<file path="src/rtl/uart_rx_os.sv">
// 8N1 UART receiver with 16x oversampling, one-entry output register,
// valid/read handshake and sticky framing/overrun error flags.
module uart_rx_os #(
    parameter int unsigned DATA_BITS = 8,
    parameter int unsigned OS_TICKS  = 16,
    parameter int unsigned SB_TICKS  = 16
) (
    input  logic                 clk,
    input  logic                 rst_n,
    input  logic                 s_tick,
    input  logic                 rx,
    input  logic                 rd_en,
    output logic [DATA_BITS-1:0] dout,
    output logic                 dout_valid,
    output logic                 rx_done_tick,
    output logic                 frame_err,
    output logic                 overrun_err,
    output logic                 busy
);

    localparam int unsigned S_MAX = (OS_TICKS > SB_TICKS) ? OS_TICKS : SB_TICKS;
    localparam int unsigned S_W   = (S_MAX > 2) ? $clog2(S_MAX) : 1;
    localparam int unsigned N_W   = (DATA_BITS > 2) ? $clog2(DATA_BITS) : 1;

    localparam logic [S_W-1:0] S_HALF = S_W'(OS_TICKS / 2 - 1);
    localparam logic [S_W-1:0] S_BIT  = S_W'(OS_TICKS - 1);
    localparam logic [S_W-1:0] S_STOP = S_W'(SB_TICKS - 1);
    localparam logic [N_W-1:0] N_LAST = N_W'(DATA_BITS - 1);

    typedef enum logic [1:0] {
        IDLE  = 2'd0,
        START = 2'd1,
        DATA  = 2'd2,
        STOP  = 2'd3
    } state_t;

    state_t               state;
    logic [S_W-1:0]       s_cnt;
    logic [N_W-1:0]       n_cnt;
    logic [DATA_BITS-1:0] shift;
    logic                 rx_meta;
    logic                 rx_s;

    always_ff @(posedge clk) begin
        if (!rst_n) begin
            state        <= IDLE;
            s_cnt        <= '0;
            n_cnt        <= '0;
            shift        <= '0;
            rx_meta      <= 1'b1;
            rx_s         <= 1'b1;
            dout         <= '0;
            dout_valid   <= 1'b0;
            rx_done_tick <= 1'b0;
            frame_err    <= 1'b0;
            overrun_err  <= 1'b0;
            busy         <= 1'b0;
        end else begin
            rx_meta      <= rx;
            rx_s         <= rx_meta;
            rx_done_tick <= 1'b0;

            // Read acknowledge clears first so that error sets below take priority
            if (rd_en) begin
                dout_valid  <= 1'b0;
                frame_err   <= 1'b0;
                overrun_err <= 1'b0;
            end

            case (state)
                IDLE: begin
                    if (!rx_s) begin
                        state <= START;
                        s_cnt <= '0;
                        busy  <= 1'b1;
                    end
                end
                START: begin
                    if (s_tick) begin
                        if (s_cnt == S_HALF) begin
                            s_cnt <= '0;
                            if (!rx_s) begin
                                state <= DATA;
                                n_cnt <= '0;
                            end else begin
                                state <= IDLE;
                                busy  <= 1'b0;
                            end
                        end else begin
                            s_cnt <= s_cnt + S_W'(1);
                        end
                    end
                end
                DATA: begin
                    if (s_tick) begin
                        if (s_cnt == S_BIT) begin
                            s_cnt <= '0;
                            shift <= {rx_s, shift[DATA_BITS-1:1]};
                            if (n_cnt == N_LAST) begin
                                state <= STOP;
                            end else begin
                                n_cnt <= n_cnt + N_W'(1);
                            end
                        end else begin
                            s_cnt <= s_cnt + S_W'(1);
                        end
                    end
                end
                STOP: begin
                    if (s_tick) begin
                        if (s_cnt == S_STOP) begin
                            state <= IDLE;
                            s_cnt <= '0;
                            busy  <= 1'b0;
                            if (rx_s) begin
                                if (!dout_valid || rd_en) begin
                                    dout         <= shift;
                                    dout_valid   <= 1'b1;
                                    rx_done_tick <= 1'b1;
                                end else begin
                                    overrun_err  <= 1'b1;
                                end
                            end else begin
                                frame_err <= 1'b1;
                            end
                        end else begin
                            s_cnt <= s_cnt + S_W'(1);
                        end
                    end
                end
                default: begin
                    state <= IDLE;
                    busy  <= 1'b0;
                end
            endcase
        end
    end

endmodule

</file>
<file path="config.mk">
export PLATFORM = sky130hd
export DESIGN_NAME = uart_rx_os
export DESIGN_NICKNAME = d
export VERILOG_FILES = /design/src/rtl/uart_rx_os.sv
export SDC_FILE = /design/constraint.sdc
export NUM_CORES = 1
export LEC_CHECK = 0
export CORE_ASPECT_RATIO = 0.9
export CORE_MARGIN = 1
export CORE_UTILIZATION = 40
export CTS_CLUSTER_SIZE = 28
export DETAILED_ROUTE_END_ITERATION = 12
export GPL_ROUTABILITY_DRIVEN = 0
export PLACE_DENSITY = 0.6
export SYNTH_ARGS = -nofsm -noshare
export SYNTH_HDL_FRONTEND = slang
export SYNTH_SLANG_ARGS = --single-unit
export TNS_END_PERCENT = 5
</file>
<file path="constraint.sdc">
create_clock -name clk -period 1.4 [get_ports clk]
set_clock_uncertainty 0.05 [all_clocks]
set_input_delay 0.14 -clock clk [delete_from_list [all_inputs] [get_ports clk]]
set_output_delay 0.14 -clock clk [all_outputs]
set_load 0.02 [all_outputs]
</file>
==> metrics.md <==
| Metric | Value |
|---|---|
| Violated checks | negative setup slack |
| P per Cell Area | a little under 900 nW/um2 |
| Area contributors post-synth | dfxtp_1 45%, mux2i_1 8.5%, nor2b_1 6.2%, nand3_1 4.6%, nand2_1 4.0% |
| Crit path max-delay family | compound AO/OA/AOI/OAI gates |
| Synthesized instance count | 151 |
| Initial Util | 0.4185 |
| Avg WL per Cell | about 12 um |
| Critical path endpoint category | flip-flop |
| N_diodes | 0 |
| Yosys Warn Count | 0 |
| Worst Setup Path Type | flip-flop to flip-flop |
| Worst-Margin Slew | around 0.30 ns |
| Row count | 20 |
| Drt drc | 0 |
| CP max stage delay | 0.36 ns |
| Post-synthesis sequential area ratio | 0.4531 |
| Top-Level Pins | 18 |
| Synthesized flop and latch total | 32 |
| Fin nets | 199 |
| ANT nets after route | 0 |
| First-pass GRT wire length | 5.043 mm |
| CP max FO | 4 |
| Vias | between 1000 and 1500 |
| Critical Path RT | 1.52 ns |
| Placed cell count | roughly 230 |
| Root buf cell | clkbuf_8 |
| Buffer depth of the longest clock path | 2 |
| Synth-to-layout area growth | 34.34% |
| Clock Pin Slew Worst Setup and Hold Paths | 0.06 ns |
| Leak | 0.7575 nW |
| Share of cells above drive strength 1 | 0.2565 |
| Final hold vios | 0 |
| Cell Area, Synth | 1414 um2 |
| Status | finished, violations left |
| Top-area cell type share of the netlist area | 0.4531 |
| TritonCTS clock tree | done |
| Non-Filler Instances | between 200 and 250 |
| WL final | 2.892 mm |
| WHS | 0.3779 ns |
| Die area | 3777 um2 |
| TritonCTS Buffers | 5 |
| Max-slew headroom | 0.8000 |
| First-pass DRT Iterations | 4 |
| Layout fillers | 326 |
| Leading area contributor after synthesis | dfxtp_1 |
| EDFF count, synth | 0 |
| Htree depth | 2 |
| Crit-path cells | ha_4, nand4_1, a22oi_1, o21ai_2, buf_4, mux2i_1 |
| Vias in the first global route | 1130 |
| Worst setup SP type | flip-flop |
| Period utilization | 1.089 |
| Hold buffers post-CTS | 0 |
| Syn avg cell area | approximately 9.4 um2 |
| 1st-iter DRT viols | 26 |
| GRT Total Usage | 0.1818 |
| Total power | 0.001670 W |
| Post-layout min period | 1.525 ns |
| Final Setup Violations | 23 |
| Grt ovf | 0 |
| Final max-slew violation count | 0 |
| Die height | slightly below 60 um |
| Slowest CP cell | dfxtp_2 |
| Main flop type after synthesis | dfxtp_1 |
| Syn_nets | between 150 and 200 |
| Maximum VDD drop | 0.0006450 V |
| Max-cap viol count | 0 |
| Worst hold path type | flip-flop to flip-flop |
| Synth cell count leaders | 32 x dfxtp_1, 15 x nand2_1, 14 x nor2b_1 |
| HPWL Detailed | a little over 2 mm |
| Postcts setup bufs | 0 |
| Yosys cell types | 35 |
| Via density | 4.817 |
| Count leader, synth | dfxtp_1 |
| # port buffers | 17 |
| Setup slack after layout | -0.1248 ns |
| FFs w/ async S/R, synth | 0 |
| Die width | 64.67 um |
| Core footprint | 3378 um2 |
| Sink Count | 32 |
| Fmax achieved | 0.6558 GHz |
| Maximum number of pins on one net before global-route repair | 39 |
| Worst Path Buf+Inv | 1 |
| Resize count post-CTS | 23 |
| Arrival @ worst endpoint | 1.64 ns |
| Initial antenna violation count | 0 |
| RSZ-0062 raised after global routing | true |
| Worst-Skew Late Latency | 0.28 ns |
## layer usage
metal / GRT usage / part of all wire / up-vias
li1: - / - / 600
met1: 0.2133 / 0.49 / 510
met2: 0.3038 / 0.46 / 15
met3: 0.05233 / 0.030 / 7
met4: 0.09524 / 0.021 / 0
met5: 0 / 0 / -
## kinds of logic (layout without fill, tap and decap cells)
group           count (synthesis)  in the layout  synth area share
simple gates                   67             67            0.2672
flops                          32             32            0.4531
compound gates                 23             23            0.1026
mux                            13             13           0.09292
buf+inv                        12             52           0.05132
fa+ha+maj                       3              3           0.02655
xor+xnor                        1              1          0.006196
## worst reg2reg max path, stage by stage (launching register included)
cell,delay (ns)
dfxtp_2,0.36
ha_4,0.16
nand4_1,0.18
a22oi_1,0.29
o21ai_2,0.11
buf_4,0.16
mux2i_1,0.11
## power by group
group,switching (W),internal (W),leakage [nW]
sequential,0.00000736,0.000918,0.260
combinational,0.0000415,0.0000490,0.456
clock,0.000317,0.000337,0.0410
## path summary, 6_finish.rpt
kind,startpoint,end,slack (ns),depth (start not counted)
worst min register to register,rx_meta,rx_s,0.38,1
worst max-delay path,s_cnt[1],n_cnt[2],-0.12,6
worst max register to register,s_cnt[1],n_cnt[2],-0.12,6
worst min-delay path,rx_meta,rx_s,0.38,1
## layout by cell type, fill, tap and decap left out, types with 5 or more instances in the layout
| cell | n |
|---|---|
| buf_4 | 22 |
| clkbuf_8 | 5 |
| dfxtp_1 | 28 |
| nand2_1 | 15 |
| dlygate4sd2_1 | 13 |
| o21ai_0 | 5 |
| nand3_1 | 13 |
| nor2b_1 | 14 |
| mux2i_1 | 12 |
| o21ai_1 | 6 |
## cell type report
class                           instances  area (um2)  area share
Clock buffer                            6       72.57     0.03821
Clock inverter                          1       5.005    0.002635
Inverter                                2       7.507    0.003953
Multi-Input combinational cell        107       732.0      0.3854
Sequential cell                        32       645.6      0.3399
Tap cell                               44       55.05     0.02899
Timing Repair Buffer                   43       381.6      0.2009
## metrics by stage
step | cell area, um2 | util | setup WS [ns] | setup TNS, ns
after CTS | 1892 | 0.5600 | -0.1206 | -1.970
after global routing | 1899 | 0.5622 | -0.2452 | -4.547
final | 1899 | 0.5622 | -0.1248 | -1.853
after detailed placement | 1809 | 0.5356 | -0.3289 | -6.083
after floorplan | 1429 | - | 0.01926 | 0
after global placement | 1809 | 0.5356 | -0.2607 | -5.124
## state kept, by name (all words and copies together) (netlist names), named ones only
name / cells
busy: 1
shift: 8
state: 1
s_cnt: 4
dout: 8
rx_meta: 1
dout_valid: 1
rx_done_tick: 1
rx_s: 1
frame_err: 1
overrun_err: 1
n_cnt: 3
(Power assumes the default switching activity.)
